`config.mk`:
```
export PLATFORM = sky130hd
export DESIGN_NAME = io_port_scheduler
export DESIGN_NICKNAME = d
export VERILOG_FILES = /design/src/rtl/io_sched_pkg.sv /design/src/rtl/io_poll_timer.sv /design/src/rtl/io_port_scheduler.sv
export SDC_FILE = /design/constraint.sdc
export NUM_CORES = 1
export LEC_CHECK = 0
export CORE_MARGIN = 1
export CORE_UTILIZATION = 57
export CTS_CLUSTER_SIZE = 8
export DETAILED_ROUTE_END_ITERATION = 6
export PLACE_DENSITY_LB_ADDON = 0.12
export SKIP_LAST_GASP = 1
export SYNTH_ARGS = -nofsm -noshare
export SYNTH_HDL_FRONTEND = slang
export SYNTH_SLANG_ARGS = --single-unit
```
`constraint.sdc`:
```
create_clock -name clk -period 4.6 [get_ports clk]
set_input_delay 1.15 -clock clk [delete_from_list [all_inputs] [get_ports clk]]
set_output_delay 1.15 -clock clk [all_outputs]
set_load 0.05 [all_outputs]
```
`src/rtl/io_sched_pkg.sv`:
```
// Shared types and widths for the I/O port scheduler.
package io_sched_pkg;

    localparam int unsigned NUM_PORTS = 4;
    localparam int unsigned PORT_W    = 2;
    localparam int unsigned DATA_W    = 8;
    localparam int unsigned CNT_W     = 8;

    typedef enum logic [2:0] {
        IDLE     = 3'd0,
        CPU_WR   = 3'd1,
        CPU_RD   = 3'd2,
        POLL_SEL = 3'd3,
        POLL_CAP = 3'd4
    } state_e;

endpackage

```
`src/rtl/io_poll_timer.sv`:
```
// Background poll interval timer: pulses tick once every POLL_DIV enabled cycles.
module io_poll_timer
    import io_sched_pkg::*;
#(
    parameter int unsigned POLL_DIV = 8
) (
    input  logic clk,
    input  logic reset,
    input  logic enable,
    output logic tick
);

    localparam logic [CNT_W-1:0] RELOAD = CNT_W'(POLL_DIV - 1);

    logic [CNT_W-1:0] cnt_q;
    logic             tick_q;

    // Disabling holds the counter at its reload value so the next period starts clean.
    always_ff @(posedge clk) begin
        if (reset || !enable) begin
            cnt_q  <= RELOAD;
            tick_q <= 1'b0;
        end else if (cnt_q == '0) begin
            cnt_q  <= RELOAD;
            tick_q <= 1'b1;
        end else begin
            cnt_q  <= cnt_q - 1'b1;
            tick_q <= 1'b0;
        end
    end

    assign tick = tick_q;

endmodule

```
`src/rtl/io_port_scheduler.sv`:
```
// Arbitrates CPU port accesses against background input polling and
// raises per-port change interrupts from the polled input shadows.
module io_port_scheduler
    import io_sched_pkg::*;
#(
    parameter int unsigned POLL_DIV = 8
) (
    input  logic                 clk,
    input  logic                 reset,
    input  logic                 cpu_req,
    input  logic                 cpu_we,
    input  logic [PORT_W-1:0]    cpu_port,
    input  logic [DATA_W-1:0]    cpu_wdata,
    output logic                 cpu_ack,
    output logic [DATA_W-1:0]    cpu_rdata,
    output logic [PORT_W-1:0]    io_sel_port,
    output logic                 io_we,
    output logic [DATA_W-1:0]    io_wdata,
    input  logic [DATA_W-1:0]    io_rdata,
    input  logic                 poll_en,
    input  logic [NUM_PORTS-1:0] irq_clr,
    output logic [NUM_PORTS-1:0] irq_pending,
    output logic                 irq
);

    state_e                state_q;
    logic                  cpu_ack_q;
    logic [DATA_W-1:0]     cpu_rdata_q;
    logic [PORT_W-1:0]     io_sel_port_q;
    logic                  io_we_q;
    logic [DATA_W-1:0]     io_wdata_q;
    logic [PORT_W-1:0]     poll_ptr_q;
    logic [DATA_W-1:0]     shadow_q [NUM_PORTS];
    logic                  poll_due_q, poll_due_d;
    logic [NUM_PORTS-1:0]  irq_pending_q, irq_pending_d;
    logic                  irq_q;
    logic                  poll_tick;
    logic                  poll_start;
    logic [NUM_PORTS-1:0]  poll_set;

    io_poll_timer #(
        .POLL_DIV (POLL_DIV)
    ) u_poll_timer (
        .clk    (clk),
        .reset  (reset),
        .enable (poll_en),
        .tick   (poll_tick)
    );

    assign poll_start = (state_q == IDLE) && !cpu_req && poll_due_q;

    // A single pending poll is remembered; a fresh expiry on the consume cycle re-arms it.
    always_comb begin
        poll_due_d = poll_en && (poll_tick || (poll_due_q && !poll_start));
    end

    // Change detection; a set in the same cycle as a clear takes precedence.
    always_comb begin
        poll_set = '0;
        if (state_q == POLL_CAP && io_rdata != shadow_q[poll_ptr_q]) begin
            poll_set[poll_ptr_q] = 1'b1;
        end
        irq_pending_d = (irq_pending_q & ~irq_clr) | poll_set;
    end

    always_ff @(posedge clk) begin
        if (reset) begin
            poll_due_q    <= 1'b0;
            irq_pending_q <= '0;
            irq_q         <= 1'b0;
        end else begin
            poll_due_q    <= poll_due_d;
            irq_pending_q <= irq_pending_d;
            irq_q         <= |irq_pending_d;
        end
    end

    always_ff @(posedge clk) begin
        if (reset) begin
            state_q       <= IDLE;
            cpu_ack_q     <= 1'b0;
            cpu_rdata_q   <= '0;
            io_sel_port_q <= '0;
            io_we_q       <= 1'b0;
            io_wdata_q    <= '0;
            poll_ptr_q    <= '0;
            for (int i = 0; i < int'(NUM_PORTS); i++) begin
                shadow_q[i] <= '0;
            end
        end else begin
            case (state_q)
                IDLE: begin
                    if (cpu_req) begin
                        io_sel_port_q <= cpu_port;
                        if (cpu_we) begin
                            io_wdata_q <= cpu_wdata;
                            io_we_q    <= 1'b1;
                            cpu_ack_q  <= 1'b1;
                            state_q    <= CPU_WR;
                        end else begin
                            state_q    <= CPU_RD;
                        end
                    end else if (poll_due_q) begin
                        io_sel_port_q <= poll_ptr_q;
                        state_q       <= POLL_SEL;
                    end
                end
                CPU_WR: begin
                    io_we_q   <= 1'b0;
                    cpu_ack_q <= 1'b0;
                    state_q   <= IDLE;
                end
                // First cycle captures the selected input and acks; second cycle retires.
                CPU_RD: begin
                    if (!cpu_ack_q) begin
                        cpu_rdata_q <= io_rdata;
                        cpu_ack_q   <= 1'b1;
                    end else begin
                        cpu_ack_q   <= 1'b0;
                        state_q     <= IDLE;
                    end
                end
                POLL_SEL: begin
                    state_q <= POLL_CAP;
                end
                POLL_CAP: begin
                    shadow_q[poll_ptr_q] <= io_rdata;
                    poll_ptr_q           <= poll_ptr_q + PORT_W'(1);
                    state_q              <= IDLE;
                end
                default: begin
                    state_q <= IDLE;
                end
            endcase
        end
    end

    assign cpu_ack     = cpu_ack_q;
    assign cpu_rdata   = cpu_rdata_q;
    assign io_sel_port = io_sel_port_q;
    assign io_we       = io_we_q;
    assign io_wdata    = io_wdata_q;
    assign irq_pending = irq_pending_q;
    assign irq         = irq_q;

endmodule

```
---- Word-level counts from Yosys, hierarchy flattened ----
Memories as Yosys holds them, arrays and structs flattened. A register that Yosys moved wholly into a read port is not among the register bits.
Cells that the tools add are included.
cells by class
  add/sub/neg operators ................... 2
  multiply operators ...................... 0
  div/mod/pow operators ................... 0
  magnitude comparators ................... 2
  equal/unequal tests ..................... 9
  shift-type cells ........................ 0
  multiplexer cells ....................... 26
  bitwise gates (word level) .............. 4
  reductions and logical operators ........ 25
operators by type and width
  kind                                               number
  2-to-1 mux 2 bit                                   6
  2-to-1 mux 1 bit                                   11
  2-to-1 mux 3 bit                                   3
  case mux 3 bit (3 select lines)                    1
  AND reduction 3 bit                                3
  zero test 8 bit                                    1
  2-to-1 mux 8 bit                                   1
  inequality test 8 bit                              1
  OR reduction 8 bit                                 1
  subtractor 8 x 1 -> 8 bit (second input constant)  1
  == test 3 x 2 -> 1 bit (second input constant)     2
  logical AND 1 bit                                  6
  inequality test 2 bit (second input constant)      3
  AND reduction 2 bit                                3
  AND 4 bit                                          1
  2-to-1 mux 4 bit                                   1
  NOT 4 bit                                          1
  OR 4 bit                                           1
  nonzero test 2 bit                                 2
  OR reduction 4 bit                                 1
  == test 3 x 1 -> 1 bit (second input constant)     1
  == test 3 bit (second input constant)              1
  zero test 1 bit                                    3
  zero test 3 bit                                    1
  11 further kinds                                   12
word-level totals
  flip-flop bits (word level) ............. 40
  latch bits .............................. 0
  bits in writable memories ............... 32
  bits in read-only memories .............. 0
  input port bits ......................... 27
  output and inout port bits .............. 25
  logic and storage cells ................. 81
  memories ................................ 1
memory list
  memory    depth  bits a word  read ports  clocked after Yosys merged registers in  wr ports  line                     source
  shadow_q  4      8            1           1                                        4         io_port_scheduler.sv:33  logic [DATA_W-1:0] shadow_q [NUM_PORTS];

---- Logic depth before layout (Yosys ltp) ----
Gate-level depths: netlist of run 1.
  depth in word-level cells ............... 7
  depth in mapped cells ................... 6
  mapped depth without buffers ............ 6

---- Cells and area by module ----
A second synthesis of run 1 with hierarchy kept.
second synthesis, totals
  cells, all modules ...................... 277
  area, all modules ....................... 3209.3 um^2
modules (own cells, without submodules)
  module             instances  cells an instance  area an instance (um^2)  sequential area each (um^2)
  io_port_scheduler  1          236                2810.2                   1621.6
  io_poll_timer      1          41                 399.1                    180.2

---- Worst setup path before layout of run 1 ----
Ideal clock, no wire load.
  kind .................................... input-to-reg
  start ................................... input cpu_req
  end ..................................... register io_wdata_q[7] (netlist: io_wdata[7])
  arrival ................................. 2.039 ns
  data required time ...................... 4.472 ns
  setup slack ............................. 2.433 ns
  stages .................................. 5
  path through ............................ clkbuf_1 > nand2_1 > nor2_4 > mux2i_1 > nor2_1
on the way
  word-level cells in the longest chain between the ends .. 1
ends and longest elaborated chain
  element                               line                     source
  start: declaration                    io_port_scheduler.sv:10  input logic cpu_req,
  AND reduction 3 bit (no source line)  n/a
  end signal: assignment                io_port_scheduler.sv:96  io_wdata_q <= cpu_wdata;
  end: declaration                      io_port_scheduler.sv:31  logic [DATA_W-1:0] io_wdata_q;
Every way passes these cells.
A chain may end at the register's enable or synchronous reset.

---- Final worst setup path of run 1 ----
  start ................................... register cpu_ack_q (netlist: cpu_ack)
  end ..................................... output cpu_ack
RTL lines
  element                   line                      source
  start: declaration        io_port_scheduler.sv:27   logic cpu_ack_q;
  start signal: assignment  io_port_scheduler.sv:81   cpu_ack_q <= 1'b0;
  start signal: assignment  io_port_scheduler.sv:98   cpu_ack_q <= 1'b1;
  start signal: assignment  io_port_scheduler.sv:110  cpu_ack_q <= 1'b0;
  end: declaration          io_port_scheduler.sv:14   output logic cpu_ack,
No word-level cell between the ends.

==> results of run 1 <==
==> registers in the layout (all words and copies together) (netlist names), 2 cells and up, named ones only <==
name                count
cpu_rdata               8
u_poll_timer.cnt_q      8
irq_pending             4
state_q                 3
poll_ptr_q              2
shadow_q               32
io_sel_port             2
io_wdata                8
==> layer usage <==
layer  track usage, %  vias to the layer above
met5                0                        -
met4             12.3                        0
met1             29.4                     1050
li1                 -                     1080
met2             42.9                       67
met3             5.12                       11
==> synth_stat cells <==
| library cell | n |
|---|---|
| nor3b_2 | 1 |
| a31oi_1 | 1 |
| mux4_1 | 8 |
| o22ai_1 | 3 |
| nor2b_1 | 3 |
| nand3_1 | 2 |
| and2_1 | 25 |
| or2_2 | 3 |
| a211oi_1 | 4 |
| xnor2_1 | 12 |
| a22oi_1 | 1 |
| nor2_1 | 30 |
| nor2_2 | 1 |
| inv_1 | 7 |
| edfxtp_1 | 32 |
| ha_1 | 5 |
| o2bb2ai_1 | 2 |
| mux2i_1 | 10 |
| nand2b_1 | 4 |
| nand3b_1 | 1 |
| nand2_1 | 30 |
| or3_1 | 1 |
| nor2_4 | 1 |
| clkbuf_1 | 9 |
| nor3_1 | 2 |
| nor3_2 | 3 |
| dfxtp_1 | 42 |
| xor2_1 | 3 |
| o21ai_0 | 3 |
| and3_1 | 8 |
| a21oi_1 | 12 |
| or4_4 | 2 |
| nor4bb_1 | 1 |
| nand4_1 | 2 |
| nor3b_1 | 1 |
| buf_6 | 1 |
| nor2b_4 | 1 |
| o41ai_1 | 1 |
==> cell type report <==
| cell class | count | area [sq um] |
|---|---|---|
| inverters | 7 | 26.3 |
| clock buffers | 12 | 156 |
| flip-flops and latches | 74 | 1800 |
| multi-input cells | 187 | 1320 |
| fillers | 362 | 1280 |
| well taps | 70 | 87.6 |
| clock inverters | 4 | 48.8 |
| repair buffers | 52 | 518 |
==> path summary, 6_finish.rpt <==
| check | startpoint | endpoint | slack (ns) | cells past startpoint |
|---|---|---|---|---|
| setup / recovery | cpu_ack$_SDFFE_PP0P_ | cpu_ack | 1.86 | 1 |
| hold / removal | u_poll_timer.cnt_q[0]$_SDFF_PP1_ | u_poll_timer.cnt_q[0]$_SDFF_PP1_ | 0.42 | 1 |
| setup reg to reg | state_q[2]$_SDFFE_PP0P_ | shadow_q[2][6]$_SDFFCE_PN0P_ | 2.30 | 4 |
| hold reg to reg | u_poll_timer.cnt_q[0]$_SDFF_PP1_ | u_poll_timer.cnt_q[0]$_SDFF_PP1_ | 0.42 | 1 |
==> logic make-up (layout without fill, tap and decap cells) <==
logic type                 count (synthesis)  after routing  share of synthesized area (%)
muxes                                     18             18                           9.71
and+or+nand+nor                          122            122                           20.5
adders and majority gates                  5              5                           1.96
AOI/OAI and AO/OA                         27             27                           5.13
DFF                                       74             74                           56.4
xor gates and xnor gates                  15             15                           4.11
buffers and inverters                     17             75                           2.23
==> power by group through the flow <==
stage	Sequential [mW]	Combinational, mW	Clock [mW]
finish	0.722	0.159	0.510
global placement	0.735	0.157	0
global route	0.724	0.170	0.548
detailed placement	0.736	0.159	0
floorplan	0.770	0.0566	0
CTS	0.722	0.160	0.518
==> results.cfg, run 1 <==
[power_and_ir_drop]
power_mw = 1.39
power_switching_share_pct = 24.2
power_frac_clock_pct = 36.6
combPwrFrac_pct = 11.5
peakVddDrop_v = 0.000244
powerDensity_mw_per_mm2 = 351
seqPwrFrac_pct = 51.9
leakagePower_nw = 1.49
p_int_mw = 1.05
power.switching_uw = 336

[global_routing]
grt_pass1_wl_um = 10900
grt_max_degree = 33
grt_overflow_total = 0
grt_pass1_vias = 2224
track_usage_pct = 24.9
antenna_found_initial = 0

[finish]
nNetsFinal = 363
diodes = 0
final_util_pct = 75.6
area_growth_pct = 24.0
design_area_sq_mm = 0.00396
final_common_cell = clkdlybuf4s50_1
drive_above_1_share_pct = 8.04
layout_common_cells = clkdlybuf4s50_1 (51), dfxtp_1 (42), edfxtp_1 (32)
stdcell_count = 406

[placement]
post-place-cells = 390
port_buffers = 51
gp_congestion = 0.806
dp_hpwl_um = 4930
pre_cts_ws_ns = 1.54
place_area_sq_mm = 0.00376

[synth]
yosysTopAreaCellShare_pct = 30.1
synth_area_leaders = edfxtp_1 (30%), dfxtp_1 (26%), mux4_1 (6.6%)
synth_warnings = 0
syn_area_sq_mm = 0.00320
yosysTopAreaCell = edfxtp_1
ys_types = 38
avgSynthCellArea_sq_um = 11.5
synth_cells = 278
ys_ff_latch = 74
syn_nets = 310
seq_area_frac_synth_pct = 56.4

[setup_path]
cp_cell_sequence = clkdlybuf4s50_1
cp-start-kind = register
worstPathBufferInverterCount = 1
worst-setup-path-type = register to output pin
setup.worst_path.end_class = output pin
crit_slowest_cell = clkdlybuf4s50_1
max_stage_delay_ns = 0.84
arrival_ns = 1.59
path_delay_family = buffers and inverters
critPathMaxFanout = 6
cp_data_required_time_ns = 3.45

[clocking]
htreeDepth = 3
clockRootBuffer = clkbuf_8
clock-sinks = 74
cts_tree = done
insertion_delay_ns = 0.34
cts_buffers = 9
cts-resized-gates = 0
cts_hold_buf = 0
cts_buffer_depth = 2
post_cts_buffers = 0
clk_pin_slew_worst_paths_ns = 0.07

[floorplan]
initial_core_util_pct = 61.0
pin_count = 52
die_w_um = 76.9
die_h_um = 76.9
core_sq_mm = 0.00524
die_area_sq_mm = 0.00591
rows = 26

[detailed_routing]
drtPass1Iterations = 4
num_vias = 2208
wl_um = 6750
drtIter0Drc = 152
postRouteAntennaNets = 0
vias_per_cell = 5.44
wl_met1_um = 2870
drt-wirelength-per-cell_um = 16.6
drcViolationCount = 0
dr.max_layer_used = met4
wl_met3_um = 363
routed-wl-met2_um = 3370

[timing]
rsz0062_at_grt = no
setup_slack_ns = 1.86
finalMaxSlewViolations = 0
slew-limit-headroom_pct = 48.3
min_period_over_period_pct = 59.6
setup_tns_ns = 0
fmax_mhz = 365
whs_ns = 0.417
finalSetupViolations = 0
fin_crit_ns = 2.74
worst_pin_slew_ns = 0.773
fin_skew_ns = 0.00854
finalHoldViolations = 0

[flow_run]
drv_cap = 0

[run_status]
outcome = finished clean

[worst_hold_path]
min_path_type = register to register
(Power assumes the default switching activity.)
==> run 2: changes to the inputs <==
--- a/config.mk
+++ b/config.mk
@@ -6,7 +6,7 @@
 export NUM_CORES = 1
 export LEC_CHECK = 0
 export CORE_MARGIN = 1
-export CORE_UTILIZATION = 57
+export CORE_UTILIZATION = 48
 export CTS_CLUSTER_SIZE = 8
 export DETAILED_ROUTE_END_ITERATION = 6
 export PLACE_DENSITY_LB_ADDON = 0.12
==> constraint.sdc (replaced) <==
create_clock -name clk -period 2.35 [get_ports clk]
set_input_delay 0.5875 -clock clk [delete_from_list [all_inputs] [get_ports clk]]
set_output_delay 0.5875 -clock clk [all_outputs]
set_load 0.05 [all_outputs]
==> run 2 against run 1 <==
  * Sequential share of layout area shrank 0.17 points
  * Worst setup slack worse by 1.7 ns
  * Largest cell class unchanged
  * Via count decreased by 0.63%
==> results.cfg, run 2 (same netlist as run 1, synthesis figures left out) <==
[setup_path]
reg2reg_slack_ns = 0.28
max_stage_delay_ns = 0.84
critPathCapture = cpu_ack
cp_data_required_time_ns = 1.76
critPathMaxFanout = 6
path_delay_family = buffers and inverters
cp-startpoint = cpu_ack$_SDFFE_PP0P_
cp_cell_sequence = clkdlybuf4s50_1
arrival_ns = 1.58
worst-setup-path-type = register to output pin
crit_slowest_cell = clkdlybuf4s50_1
cp-start-kind = register
r2r_end = irq_pending[3]$_SDFF_PP0_
setup.worst_path.end_class = output pin
worstPathBufferInverterCount = 1
critical_path_depth = 1
worst_r2r_path_depth = 5

[placement]
port_buffers = 51
pre_cts_ws_ns = 0.162
gp_congestion = 0.749
dp_hpwl_um = 4420

[finish]
largest-register = shadow_q
fill_cells = 549
diodes = 0
nNetsFinal = 366
area_growth_pct = 24.4
drive_above_1_share_pct = 9.14
layout_common_cells = clkdlybuf4s50_1 (51), dfxtp_1 (42), edfxtp_1 (32)
largest_reg_flops = 32
final_common_cell = clkdlybuf4s50_1

[worst_hold_path]
min_path_type = register to register

[global_routing]
grt_overflow_total = 0
antenna_found_initial = 0
grt_pass1_wl_um = 10300
grt_max_degree = 33
track_usage_pct = 19.2
grt_pass1_vias = 2067

[timing]
fmax_mhz = 462
rsz0062_at_grt = no
fin_crit_ns = 2.16
worst_pin_slew_ns = 0.613
finalHoldViolations = 0
finalMaxSlewViolations = 0
setup_tns_ns = 0
min_period_over_period_pct = 92.0
setup_slack_ns = 0.187
fin_skew_ns = 0.0118
finalSetupViolations = 0
slew-limit-headroom_pct = 59.1

[detailed_routing]
postRouteAntennaNets = 0
drtPass1Iterations = 4
vias_per_cell = 5.27
drtIter0Drc = 130
wl_um = 6310
drcViolationCount = 0
num_vias = 2194
drt-wirelength-per-cell_um = 15.2

[floorplan]
die_area_sq_mm = 0.00699
core_sq_mm = 0.00639
die_w_um = 83.6
initial_core_util_pct = 50.0
pin_count = 52
rows = 29
die_h_um = 83.6

[power_and_ir_drop]
peakVddDrop_v = 0.000404
powerDensity_mw_per_mm2 = 668
leakagePower_nw = 1.50

[clocking]
cts_buffers = 9
htreeDepth = 3
insertion_delay_ns = 0.34
clock-sinks = 74
cts_tree = done
post_cts_buffers = 0
clockRootBuffer = clkbuf_8
cts_hold_buf = 0
clk_pin_slew_worst_paths_ns = 0.08
cts-resized-gates = 0
cts_buffer_depth = 2

[flow_run]
drv_cap = 0

[run_status]
outcome = finished clean
-- run 2: worst min path at each step --
stage | depth (start not counted) | startpoint | slack, ns | endpoint
floorplan | 1 | u_poll_timer.cnt_q[0]$_SDFF_PP1_ | 0.38 | u_poll_timer.cnt_q[0]$_SDFF_PP1_
global placement | 1 | u_poll_timer.cnt_q[0]$_SDFF_PP1_ | 0.40 | u_poll_timer.cnt_q[0]$_SDFF_PP1_
global route | 1 | u_poll_timer.cnt_q[0]$_SDFF_PP1_ | 0.44 | u_poll_timer.cnt_q[0]$_SDFF_PP1_
CTS | 1 | u_poll_timer.cnt_q[0]$_SDFF_PP1_ | 0.42 | u_poll_timer.cnt_q[0]$_SDFF_PP1_
finish | 1 | u_poll_timer.cnt_q[0]$_SDFF_PP1_ | 0.42 | u_poll_timer.cnt_q[0]$_SDFF_PP1_
detailed placement | 1 | u_poll_timer.cnt_q[0]$_SDFF_PP1_ | 0.40 | u_poll_timer.cnt_q[0]$_SDFF_PP1_
-- run 2: metrics by stage --
step	total power [mW]	cell area, sq um	instances	hold WS [ns]	util [%]
after CTS	2.67	3980	416	0.417	62.3
final	2.66	3980	416	0.416	62.3
after global routing	2.77	3980	416	0.440	62.3
after detailed placement	1.75	3790	400	0.399	59.3
after floorplan	1.62	3200	278	0.384	-
after global placement	1.75	3790	400	0.397	59.3
-- run 2: metal layers --
metal	track usage, %	vias up	wire, um
li1	-	1092	-
met1	26.5	1030	3010
met2	29.1	62	2830
met3	4.06	10	354
met4	8.78	0	124
met5	0	-	0
-- run 2: power by group --
part           total (mW)  internal (mW)  switching, mW
Combinational       0.310          0.128          0.182
Clock               0.936          0.475          0.461
Sequential           1.41           1.38         0.0263
-- run 2: area by class of cell --
| type | count | area, sq um | share of cell area (%) |
|---|---|---|---|
| Multi-Input combinational cell | 187 | 1320 | 33.3 |
| Sequential cell | 74 | 1800 | 45.3 |
| Clock buffer | 12 | 166 | 4.19 |
| Clock inverter | 4 | 22.5 | 0.566 |
| Timing Repair Buffer | 55 | 541 | 13.6 |
| Inverter | 7 | 26.3 | 0.661 |
| Tap cell | 77 | 96.3 | 2.42 |
==> run 3: changes to the inputs <==
--- a/config.mk
+++ b/config.mk
@@ -6,7 +6,7 @@
 export NUM_CORES = 1
 export LEC_CHECK = 0
 export CORE_MARGIN = 1
-export CORE_UTILIZATION = 48
+export CORE_UTILIZATION = 57
 export CTS_CLUSTER_SIZE = 8
 export DETAILED_ROUTE_END_ITERATION = 6
 export PLACE_DENSITY_LB_ADDON = 0.12
==> constraint.sdc (replaced) <==
create_clock -name clk -period 2.72 [get_ports clk]
set_input_delay 0.68 -clock clk [delete_from_list [all_inputs] [get_ports clk]]
set_output_delay 0.68 -clock clk [all_outputs]
set_load 0.05 [all_outputs]
==> run 3 against run 2 <==
  * Count of clock-buffer cells in the layout is 1 higher
  * Sequential cell count stayed put
  * Die area is 15% lower
  * Clock power is 24% lower
  * Via count is 0.87% higher
  * Critical path depth stayed put
  * Combinational power is 14% lower
  * Clock skew is 0.0073 ns lower
  * Sequential share of layout area is 0.48 points higher
  * Cell count is 1.9% lower
  * Critical path type unchanged
  * Largest cell class unchanged
==> results.cfg, run 3 (same netlist as run 1, synthesis figures left out) <==
[finish]
largest_reg_flops = 32
diodes = 0
final_common_cell = clkdlybuf4s50_1
largest-register = shadow_q
final_util_pct = 75.1
drive_above_1_share_pct = 8.28
area_growth_pct = 23.1
layout_common_cells = clkdlybuf4s50_1 (51), dfxtp_1 (42), edfxtp_1 (32)
nNetsFinal = 365

[clocking]
insertion_delay_ns = 0.34
cts-resized-gates = 0
clockRootBuffer = clkbuf_8
cts_buffers = 9
post_cts_buffers = 0
clock-sinks = 74
htreeDepth = 3
cts_buffer_depth = 2
cts_tree = done
cts_hold_buf = 0
clk_pin_slew_worst_paths_ns = 0.07

[floorplan]
die_area_sq_mm = 0.00591
die_w_um = 76.9
die_h_um = 76.9
rows = 26
pin_count = 52
core_sq_mm = 0.00524
initial_core_util_pct = 61.0

[setup_path]
setup.worst_path.end_class = output pin
worstPathBufferInverterCount = 1
arrival_ns = 1.57
worst-setup-path-type = register to output pin
r2r_end = irq_pending[3]$_SDFF_PP0_
cp-startpoint = cpu_ack$_SDFFE_PP0P_
critPathMaxFanout = 6
cp-start-kind = register
reg2reg_slack_ns = 0.66
worst_r2r_path_depth = 5
path_delay_family = buffers and inverters
max_stage_delay_ns = 0.83
cp_data_required_time_ns = 2.04
crit_slowest_cell = clkdlybuf4s50_1
cp_cell_sequence = clkdlybuf4s50_1

[timing]
rsz0062_at_grt = no
fin_crit_ns = 2.25
setup_tns_ns = 0
finalSetupViolations = 0
fin_skew_ns = 0.00455
finalHoldViolations = 0
finalMaxSlewViolations = 0
worst_pin_slew_ns = 0.821
min_period_over_period_pct = 82.8
fmax_mhz = 444
slew-limit-headroom_pct = 45.1

[detailed_routing]
drtIter0Drc = 142
drcViolationCount = 0
drtPass1Iterations = 4
postRouteAntennaNets = 0
wl_um = 6260
drt-wirelength-per-cell_um = 15.4
num_vias = 2213
vias_per_cell = 5.42

[placement]
dp_hpwl_um = 4550
gp_congestion = 0.761
port_buffers = 51

[global_routing]
grt_max_degree = 33
grt_pass1_vias = 2106
grt_pass1_wl_um = 10200
antenna_found_initial = 0
grt_overflow_total = 0
track_usage_pct = 23.3

[power_and_ir_drop]
peakVddDrop_v = 0.000352
powerDensity_mw_per_mm2 = 559
power_mw = 2.20
leakagePower_nw = 1.48

[worst_hold_path]
min-delay-start = u_poll_timer.cnt_q[0]$_SDFF_PP1_
min_path_type = register to register
whs_path_depth = 1
hold_end = u_poll_timer.cnt_q[0]$_SDFF_PP1_

[run_status]
outcome = finished clean

[flow_run]
drv_cap = 0
-- run 3: area by class of cell --
class                   instances  area [sq um]
clock buffers                  13           149
clock inverters                 3          15.0
inverters                       7          26.3
repair buffers                 54           533
fillers                       370          1300
well taps                      70          87.6
flip-flops and latches         74          1800
multi-input cells             187          1320
-- run 3: per-stage QoR --
step                cells  setup WS, ns  hold WS, ns  instance area (sq um)
finish                408         0.469        0.409                   3940
global route          408         0.415        0.445                   3940
CTS                   408         0.454        0.413                   3940
detailed placement    392         0.450        0.397                   3770
global placement      392         0.520        0.396                   3770
floorplan             278          1.02        0.384                   3200
-- run 3: how the worst max path moves through the flow --
stage	slack, ns	to	cells after the start
after detailed placement	0.45	shadow_q[2][4]$_SDFFCE_PN0P_	5
after global placement	0.52	io_wdata[6]$_SDFFE_PP0P_	5
final	0.47	cpu_ack	1
after floorplan	1.02	io_wdata[7]$_SDFFE_PP0P_	5
after CTS	0.45	cpu_ack	1
after global routing	0.42	cpu_ack	1
-- run 3: layer usage --
| layer | GRT usage [%] | routed length, um | vias to the layer above | part of all wire (%) |
|---|---|---|---|---|
| met5 | 0 | 0 | - | 0 |
| met4 | 11.3 | 114 | 0 | 1.8 |
| met2 | 37.9 | 3010 | 61 | 48 |
| met3 | 5.60 | 365 | 9 | 5.8 |
| li1 | - | - | 1084 | - |
| met1 | 29.0 | 2780 | 1059 | 44 |
-- run 3: where the power goes --
group / total (mW) / internal (mW) / switching, mW / leakage [nW]
Clock: 0.716 / 0.352 / 0.363 / 0.0872
Sequential: 1.22 / 1.20 / 0.0226 / 0.671
Combinational: 0.267 / 0.110 / 0.157 / 0.722
Total: 2.20 / 1.66 / 0.543 / 1.48
